--- config.mk ---
export PLATFORM = sky130hd
export DESIGN_NAME = fetch_exec_ctrl
export DESIGN_NICKNAME = d
export VERILOG_FILES = /design/src/rtl/exec_pkg.sv /design/src/rtl/exec_alu.sv /design/src/rtl/fetch_exec_ctrl.sv
export SDC_FILE = /design/constraint.sdc
export NUM_CORES = 1
export LEC_CHECK = 0
export ABC_CLOCK_PERIOD_IN_PS = 4200
export CAP_MARGIN = 20
export CORE_ASPECT_RATIO = 0.8
export CORE_UTILIZATION = 40
export DETAILED_ROUTE_END_ITERATION = 12
export GPL_ROUTABILITY_DRIVEN = 0
export GPL_TIMING_DRIVEN = 0
export HOLD_SLACK_MARGIN = 0.02
export PLACE_DENSITY = 0.61
export RECOVER_POWER = 25
export SETUP_SLACK_MARGIN = 0.02
export SLEW_MARGIN = 0
export SYNTH_ARGS = -nofsm -noshare
export SYNTH_HDL_FRONTEND = slang
export SYNTH_SLANG_ARGS = --single-unit
--- constraint.sdc ---
create_clock -name clk -period 4.2 [get_ports clk]
set_input_delay 0.84 -clock clk [delete_from_list [all_inputs] [get_ports clk]]
set_output_delay 0.84 -clock clk [all_outputs]
set_load 0.005 [all_outputs]
--- src/rtl/exec_pkg.sv ---
// Shared constants for the fetch/execute controller: opcodes, FSM states, widths.
package exec_pkg;

  localparam int INST_CAP_DEF  = 20;
  localparam int DATA_LEN_DEF  = 8;
  localparam int FETCH_LAT_DEF = 3;
  localparam int NREGS_DEF     = 8;

  function automatic int pc_width(input int cap);
    return $clog2(cap) + 1;
  endfunction

  localparam int PC_W = pc_width(INST_CAP_DEF);

  localparam logic [3:0] OP_NOP  = 4'h0;
  localparam logic [3:0] OP_LDI  = 4'h1;
  localparam logic [3:0] OP_ADDI = 4'h2;
  localparam logic [3:0] OP_SUBI = 4'h3;
  localparam logic [3:0] OP_ANDI = 4'h4;
  localparam logic [3:0] OP_ORI  = 4'h5;
  localparam logic [3:0] OP_XORI = 4'h6;
  localparam logic [3:0] OP_JMP  = 4'h7;
  localparam logic [3:0] OP_JZ   = 4'h8;
  localparam logic [3:0] OP_JC   = 4'h9;
  localparam logic [3:0] OP_ST   = 4'hA;
  localparam logic [3:0] OP_LD   = 4'hB;
  localparam logic [3:0] OP_OUT  = 4'hC;
  localparam logic [3:0] OP_RSVD = 4'hD;
  localparam logic [3:0] OP_RSVE = 4'hE;
  localparam logic [3:0] OP_HLT  = 4'hF;

  typedef enum logic [2:0] {
    S_IDLE = 3'd0,
    S_REQ  = 3'd1,
    S_WAIT = 3'd2,
    S_EXEC = 3'd3,
    S_HALT = 3'd4
  } state_t;

endpackage

--- src/rtl/exec_alu.sv ---
// Combinational accumulator ALU; for LD the caller supplies the register value as d.
module exec_alu
  import exec_pkg::*;
#(
  parameter int DATA_LEN = DATA_LEN_DEF
) (
  input  logic [3:0]          op,
  input  logic [DATA_LEN-1:0] acc,
  input  logic [DATA_LEN-1:0] d,
  input  logic                c,
  output logic [DATA_LEN-1:0] result,
  output logic                c_next,
  output logic                z_next,
  output logic                wr_acc
);

  logic [DATA_LEN:0] wide;

  always_comb begin
    result = acc;
    c_next = c;
    wr_acc = 1'b1;
    wide   = '0;
    case (op)
      OP_LDI:  result = d;
      OP_ADDI: begin
        wide   = {1'b0, acc} + {1'b0, d};
        result = wide[DATA_LEN-1:0];
        c_next = wide[DATA_LEN];
      end
      // The extra top bit of a widened subtract is the borrow.
      OP_SUBI: begin
        wide   = {1'b0, acc} - {1'b0, d};
        result = wide[DATA_LEN-1:0];
        c_next = wide[DATA_LEN];
      end
      OP_ANDI: result = acc & d;
      OP_ORI:  result = acc | d;
      OP_XORI: result = acc ^ d;
      OP_LD:   result = d;
      default: wr_acc = 1'b0;
    endcase
    z_next = (result == '0);
  end

endmodule

--- src/rtl/fetch_exec_ctrl.sv ---
// Fetch/execute sequencer: accumulator machine driving fetch/decode and a byte port.
// Optional macro EXEC_SINGLE_STEP_EN adds a step input for one-instruction-per-edge runs.
module fetch_exec_ctrl
  import exec_pkg::*;
#(
  parameter int INST_CAP  = INST_CAP_DEF,
  parameter int DATA_LEN  = DATA_LEN_DEF,
  parameter int FETCH_LAT = FETCH_LAT_DEF,
  parameter int NREGS     = NREGS_DEF
) (
  input  logic                          clk,
  input  logic                          rst,
  input  logic                          start,
`ifdef EXEC_SINGLE_STEP_EN
  input  logic                          step,
`endif
  input  logic [3:0]                    ctrl_bus,
  input  logic [DATA_LEN-1:0]           data_in,
  output logic                          fetch_en,
  output logic [pc_width(INST_CAP)-1:0] pc,
  output logic [DATA_LEN-1:0]           acc,
  output logic [DATA_LEN-1:0]           out_data,
  output logic                          out_valid,
  output logic                          halted,
  output logic                          err
);

  localparam int PCW   = pc_width(INST_CAP);
  localparam int CNT_W = $clog2(FETCH_LAT) + 1;
  localparam int RAW   = $clog2(NREGS);

  // Handshake: fetch_en is a one-cycle request with pc stable until EXEC;
  // ctrl_bus/data_in are sampled only in EXEC. out_valid qualifies out_data
  // for exactly one cycle, with no back-pressure.
  state_t               state, state_d;
  logic [CNT_W-1:0]     cnt;
  logic                 z_flag, c_flag;
  logic [DATA_LEN-1:0]  regs [NREGS];
  logic                 launch;

  logic [RAW-1:0]       reg_addr;
  logic [DATA_LEN-1:0]  operand;
  logic [DATA_LEN-1:0]  alu_result;
  logic                 alu_c, alu_z, alu_wr;
  logic                 taken, jump_bad, illegal, stop_exec;
  logic [PCW-1:0]       pc_seq;

  assign reg_addr  = data_in[RAW-1:0];
  assign operand   = (ctrl_bus == OP_LD) ? regs[reg_addr] : data_in;
  assign taken     = (ctrl_bus == OP_JMP) || (ctrl_bus == OP_JZ && z_flag) ||
                     (ctrl_bus == OP_JC && c_flag);
  assign jump_bad  = taken && (32'(data_in) >= 32'(INST_CAP));
  assign illegal   = (ctrl_bus == OP_RSVD) || (ctrl_bus == OP_RSVE);
  assign stop_exec = illegal || jump_bad || (ctrl_bus == OP_HLT);
  assign pc_seq    = (pc == PCW'(INST_CAP - 1)) ? '0 : pc + PCW'(1);

  exec_alu #(.DATA_LEN(DATA_LEN)) u_alu (
    .op     (ctrl_bus),
    .acc    (acc),
    .d      (operand),
    .c      (c_flag),
    .result (alu_result),
    .c_next (alu_c),
    .z_next (alu_z),
    .wr_acc (alu_wr)
  );

`ifdef EXEC_SINGLE_STEP_EN
  logic step_q, launched;
  // start only launches the first instruction; afterwards each step rise does.
  always_ff @(posedge clk or posedge rst) begin
    if (rst) begin
      step_q   <= 1'b0;
      launched <= 1'b0;
    end else begin
      step_q <= step;
      if (state == S_IDLE && state_d == S_REQ) launched <= 1'b1;
    end
  end
  assign launch = launched ? (step && !step_q) : start;
`else
  assign launch = start;
`endif

  always_ff @(posedge clk or posedge rst) begin
    if (rst) begin
      state <= S_IDLE;
      cnt   <= '0;
    end else begin
      state <= state_d;
      cnt   <= (state == S_WAIT) ? cnt + CNT_W'(1) : '0;
    end
  end

  always_comb begin
    state_d = state;
    case (state)
      S_IDLE: if (launch) state_d = S_REQ;
      S_REQ:  state_d = S_WAIT;
      S_WAIT: if (cnt == CNT_W'(FETCH_LAT - 1)) state_d = S_EXEC;
`ifdef EXEC_SINGLE_STEP_EN
      S_EXEC: state_d = stop_exec ? S_HALT : S_IDLE;
`else
      S_EXEC: state_d = stop_exec ? S_HALT : S_REQ;
`endif
      S_HALT: state_d = S_HALT;
      default: state_d = S_IDLE;
    endcase
  end

  always_comb begin
    fetch_en = (state == S_REQ);
    halted   = (state == S_HALT);
  end

  // Architectural state changes only in a non-halting EXEC, so a halt or
  // fault leaves acc, flags, regs and pc exactly as they were.
  always_ff @(posedge clk or posedge rst) begin
    if (rst) begin
      pc        <= '0;
      acc       <= '0;
      z_flag    <= 1'b0;
      c_flag    <= 1'b0;
      out_data  <= '0;
      out_valid <= 1'b0;
      err       <= 1'b0;
      for (int i = 0; i < NREGS; i++) regs[i] <= '0;
    end else begin
      out_valid <= 1'b0;
      if (state == S_EXEC) begin
        if (illegal || jump_bad) err <= 1'b1;
        if (!stop_exec) begin
          if (alu_wr) begin
            acc    <= alu_result;
            z_flag <= alu_z;
            c_flag <= alu_c;
          end
          if (ctrl_bus == OP_ST) regs[reg_addr] <= acc;
          if (ctrl_bus == OP_OUT) begin
            out_data  <= acc;
            out_valid <= 1'b1;
          end
          pc <= taken ? PCW'(data_in) : pc_seq;
        end
      end
    end
  end

endmodule

## Yosys cells after proc, flatten, opt, wreduce, memory -nomap -nowiden

Index checks and enable logic that the tools add are counted.

| word-level totals | value |
|---|---|
| register bits after elaboration | 96 |
| input port bits | 15 |
| output and inout bits | 26 |
| logic and storage cells | 93 |

| cells by class | value |
|---|---|
| add/sub/neg operators | 4 |
| $lt $le $gt $ge | 3 |
| equal/unequal tests | 23 |
| muxes and demuxes | 20 |
| bitwise logic cells | 5 |
| reductions and logical operators | 21 |

Operators with widths:

| cell | count |
|---|---|
| $bwmux 64 | 1 |
| $pmux 8 s6 | 1 |
| $eq 4x4->1 const B | 8 |
| $mux 8 | 4 |
| $bmux 8 s3 | 1 |
| $demux 8 s3 | 1 |
| $eq 4x3->1 const B | 4 |
| $pmux 3 s5 | 1 |
| $mux 3 | 4 |
| $mux 6 | 2 |
| $add 8x8->9 | 1 |
| $eq 3x2->1 const B | 3 |
| $reduce_and 3->1 | 3 |
| $sub 8x8->9 | 1 |
| $and 8x8->8 | 1 |
| $eq 4x2->1 const B | 2 |
| $ge 8x5->1 const B | 1 |
| $logic_not 8->1 | 1 |
| $or 8x8->8 | 1 |
| $xor 8x8->8 | 1 |
| $reduce_or 7->1 | 1 |
| $add 6x1->6 const B | 1 |
| $eq 6x5->1 const B | 1 |
| $reduce_and 2->1 | 3 |
| other kinds (18) | 28 |

## Longest topological paths before layout

| logic depth | value |
|---|---|
| depth in word-level cells | 9 |
| depth in mapped cells | 16 |
| gate-level depth less buffers | 13 |

## Hierarchy

Synthesis repeated with hierarchy kept, for this count alone.

| unflattened totals | value |
|---|---|
| cell total of the unflattened synthesis | 614 |
| area total of the unflattened synthesis | 6289.8 um2 |

Modules (own cells, without submodules):

| module | times used | cells an instance | area each (um2) | sequential area each (um2) |
|---|---|---|---|---|
| fetch_exec_ctrl | 1 | 388 | 4683.2 | 2402.3 |
| exec_alu | 1 | 226 | 1606.5 | 0.0 |

## Worst setup path after synthesis

Ideal clock, no wire load.

| timing | value |
|---|---|
| path kind | input-to-reg |
| start point | in data_in[1] |
| end point | reg z_flag |
| setup time | 95 ps |
| arrival time | 4120 ps |
| required time | 4105 ps |
| slack | -15 ps |
| stages on the path | 14 |
| buffers on the path | 1 |
| cell sequence | buf_2 mux2_2 a221o_1 a32oi_1 inv_1 ha_1 fa_1 mux2_2 a211oi_1 o221ai_1 and2_1 a311o_1 nand4b_1 o31ai_1 |

| on the way | value |
|---|---|
| word-level cells in the longest chain between the ends | 8 |
| elaborated cells on any way between the ends | 18 |
| those cells by class | add/sub (2); order compare (1); mux (5); bitwise (5); reduce/logical (5) |

Ends and longest elaborated chain:

| element | line | text |
|---|---|---|
| start: declaration | fetch_exec_ctrl.sv:18 | `input logic [DATA_LEN-1:0] data_in,` |
| $not 3->4 (implied by the code) | fetch_exec_ctrl.sv:49 | `assign operand = (ctrl_bus == OP_LD) ? regs[reg_addr] : data_in;` |
| $bmux 8 s3 | fetch_exec_ctrl.sv:49 |  |
| $mux 8 (implied by the code) (2 in a row) | fetch_exec_ctrl.sv:49 |  |
| $mux 8 | fetch_exec_ctrl.sv:49 |  |
| $sub 8x8->9 (tied with other cells) | exec_alu.sv:33 | `wide = {1'b0, acc} - {1'b0, d};` |
| $pmux 8 s6 | exec_alu.sv:24 | `case (op)` |
| $logic_not 8->1 | exec_alu.sv:43 | `z_next = (result == '0);` |
| end signal: assignment | fetch_exec_ctrl.sv:135 | `z_flag <= alu_z;` |
| end: declaration | fetch_exec_ctrl.sv:37 | `logic z_flag, c_flag;` |

Parallel ways exist; a longest one is shown, timed or not. The select of a mux whose other input is x is not followed.
A chain may end at the register's enable or synchronous reset.

## Worst setup path after layout

Ends and elaborated chain as after synthesis.

==> run_results.csv <==
group,metric,value,unit
detailed_routing,drt-pass1-iter-count,9,
floorplan,start_util,0.4159,
cells_and_area,antennaDiodeCount,0,
worst_setup_path,critPathCaptureType,"register",
yosys,ys_ff_latch,96,
clock_tree,htree_num_levels,3,
timing,whs,0.4642,ns
floorplan,rows,39,
worst_setup_path,slowest_delay,0.45,ns
worst_setup_path,path_common_cell,"mux2_4",
detailed_routing,avgRoutedWirePerCell,20.62,um
clock_tree,clk_latency,0.34,ns
cells_and_area,area_growth,20.01,%
cells_and_area,nets,693,
clock_tree,cts_tree,"done",
clock_tree,hold_buffers,0,
floorplan,io_pins,41,
timing,max-slew-margin-rel,-0.4304,
place,dp_hpwl,12540,um
clock_tree,cts_root_buf,"clkbuf_16",
cells_and_area,drive_above_1_share,0.2511,
detailed_routing,ant_nets,0,
outcome,violations,"DRC, capacitance limit, slew limit",
floorplan,die_area,15570,um^2
worst_setup_path,path_class,"in -> reg",
power,powerDensity,492.6,nW/um^2
timing,min_period,4.094,ns
worst_setup_path,path_cells,"buf_12 -> mux2_4 -> a221o_1 -> a32oi_4 -> inv_2 -> ha_4 -> fa_1 -> mux2_4 -> a211oi_2 -> o221ai_2 -> and2_4 -> a311o_1 -> nand4b_1 -> o31ai_2",
clock_tree,clkSinkCount,96,
power,p_leak,3.220,nW
detailed_routing,drcViolationCount,3,
detailed_routing,viasPerCell,5.949,
detailed_routing,wl,17260,um
yosys,synth_seq_area_share,0.3986,
timing,fmax,244.2,MHz
yosys,syn_inst,590,
timing,rsz0062_at_grt,"true",
yosys,yosysUniqueCellTypes,64,
global_route,antenna_found_initial,0,
timing,setup_viol,0,
worst_setup_path,startpoint_type,"input pin",
outcome,status,"finished with violations",
run,drv_cap,1,
clock_tree,cts_buffer_depth,2,
global_route,grt_pass1_vias,5002,
hold_path,hold_path_class,"reg -> reg",
yosys,synth-edff-count,0,
global_route,grt_overflow,0,
worst_setup_path,cpLargestDelayFamily,"compound AO/OA/AOI/OAI gates",
worst_setup_path,cp.arrival,4.34,ns
yosys,synth_warnings,0,
timing,finalHoldViolCount,0,
yosys,synth.cell_area,6027,um^2
clock_tree,path_clk_slew,0.06,ns
clock_tree,cts_buffers,9,
detailed_routing,via_count,4979,
worst_setup_path,crit_required,4.45,ns
timing,worst_pin_slew,2.134,ns
yosys,synthFlopType,"dfrtp_1",
global_route,grt_max_degree,51,
worst_setup_path,cp_max_fo,6,
floorplan,core_area,14490,um^2
timing,min_period_over_period,0.9749,
global_route,grt_pass1_wl,27920,um
floorplan,die_w,139.2,um
floorplan,die_y,111.8,um
yosys,async_flop_share,1.000,
global_route,grt_usage,0.2328,
detailed_routing,drt_iter0_drc,536,
timing,clock_skew,0.008438,ns
power,ir_worst_vdd,0.2950,mV
power,power.total,3.563,mW
yosys,syn_avg_cell_area,10.22,um^2
place,io_buffers,38,
timing,drv_slew,48,
worst_setup_path,worst-path-buf-inv,2,
yosys,postSynthNetCount,634,
worst_setup_path,cp_slowest_cell,"fa_1",
timing repair:
item | CTS | global route
gates resized for setup | 48 | 35
pin swaps | 9 | 14
setup endpoints to repair | 9 | 3
setup buffers | 6 | 5
report_power, final:
| group | switching [mW] | leakage (nW) | internal, mW | total [mW] |
|---|---|---|---|---|
| registers | 0.156 | 1.29 | 1.08 | 1.24 |
| clock network | 0.335 | 0.128 | 0.431 | 0.766 |
| logic | 0.845 | 1.80 | 0.713 | 1.56 |
synth_stat cells, types with 5 or more instances:
cell      instances  area [um^2]
dfrtp_1          96         2402
mux2_2           79        889.6
a21oi_1          34        170.2
inv_1            34        127.6
o21ai_0          31        155.2
nand2_1          28        105.1
nor2_1           28        105.1
clkbuf_1         27        101.4
ha_1             27        337.8
mux2i_1          19        190.2
nor2b_1          17        106.4
nor3_1           11        55.05
o22ai_1           8        50.05
xnor2_1           8        70.07
a211oi_1          7        52.55
a221oi_1          7        61.31
nand3_1           7        35.03
o211ai_1          7        52.55
o21bai_1          7        52.55
a221o_1           6        60.06
and3_1            6        37.54
buf_2             6        30.03
nand2b_1          6        37.54
nor3b_1           6        45.04
a32oi_1           5        43.79
final timing paths:
check                           start  cells past startpoint           to  slack, ns
max in group asynchronous         rst                      3     regs[37]       0.71
min in group asynchronous         rst                      2  out_data[0]       1.51
setup reg to reg             regs[56]                     13       z_flag       0.36
setup / recovery           data_in[1]                     14       z_flag       0.11
hold / removal                 cnt[0]                      1       cnt[0]       0.46
hold reg to reg                cnt[0]                      1       cnt[0]       0.46
flip-flops by register name, indices dropped and copies added, names as in the netlist:
register / count
acc: 8
c_flag: 1
cnt: 3
err: 1
out_data: 8
out_valid: 1
pc: 6
regs: 64
state: 3
z_flag: 1
stage by stage:
step | setup TNS [ns] | utilization | std cells | instance area, um^2 | worst slack, ns
final | 0 | 0.4991 | 837 | 7233 | 0.1055
after global routing | -0.01006 | 0.4991 | 837 | 7233 | -0.01006
after CTS | 0 | 0.4939 | 833 | 7158 | 0.02967
after detailed placement | -9.491 | 0.4612 | 814 | 6684 | -1.532
after global placement | -62.60 | 0.4586 | 812 | 6646 | -1.522
after floorplan | 0 | - | 590 | 6036 | 0.003043
cell usage in the layout, fill, tap and decap left out, types with 7 or more instances in the layout:
master	instances
a21oi_1	34
buf_4	17
clkbuf_1	22
clkbuf_16	9
clkdlybuf4s50_1	32
dfrtp_1	96
ha_1	23
inv_1	32
mux2_2	77
mux2i_1	18
nand2_1	27
nand3_1	7
nor2_1	28
nor2b_1	16
nor3_1	11
o211ai_1	7
o21ai_0	30
o22ai_1	8
xnor2_1	8
final cells by class:
type,instances,area (um^2)
Multi-Input combinational cell,421,3511
Clock buffer,13,260.3
Sequential cell,96,2402
Timing Repair Buffer,51,465.4
Inverter,35,135.1
Fill cell,1291,7259
Buffer,35,214.0
Clock inverter,2,15.01
Tap cell,184,230.2
layer usage:
| metal | vias up | global-route usage | wire [um] |
|---|---|---|---|
| met5 | - | 0 | 0 |
| met4 | 0 | 0.04370 | 237 |
| met3 | 26 | 0.05161 | 1252 |
| met2 | 204 | 0.3524 | 7599 |
| met1 | 2471 | 0.3414 | 8173 |
| li1 | 2278 | - | - |
cell families (layout without fill, tap and decap cells):
group | count (synthesis) | after routing | share of synthesized area
xor+xnor | 8 | 8 | 0.01163
flops | 96 | 96 | 0.3986
compound gates | 144 | 144 | 0.1598
simple gates | 140 | 140 | 0.1302
mux | 100 | 100 | 0.1866
buf+inv | 73 | 136 | 0.05044
fa+ha+maj | 29 | 29 | 0.06269
No activity file was read; power rests on OpenSTA's default activity.
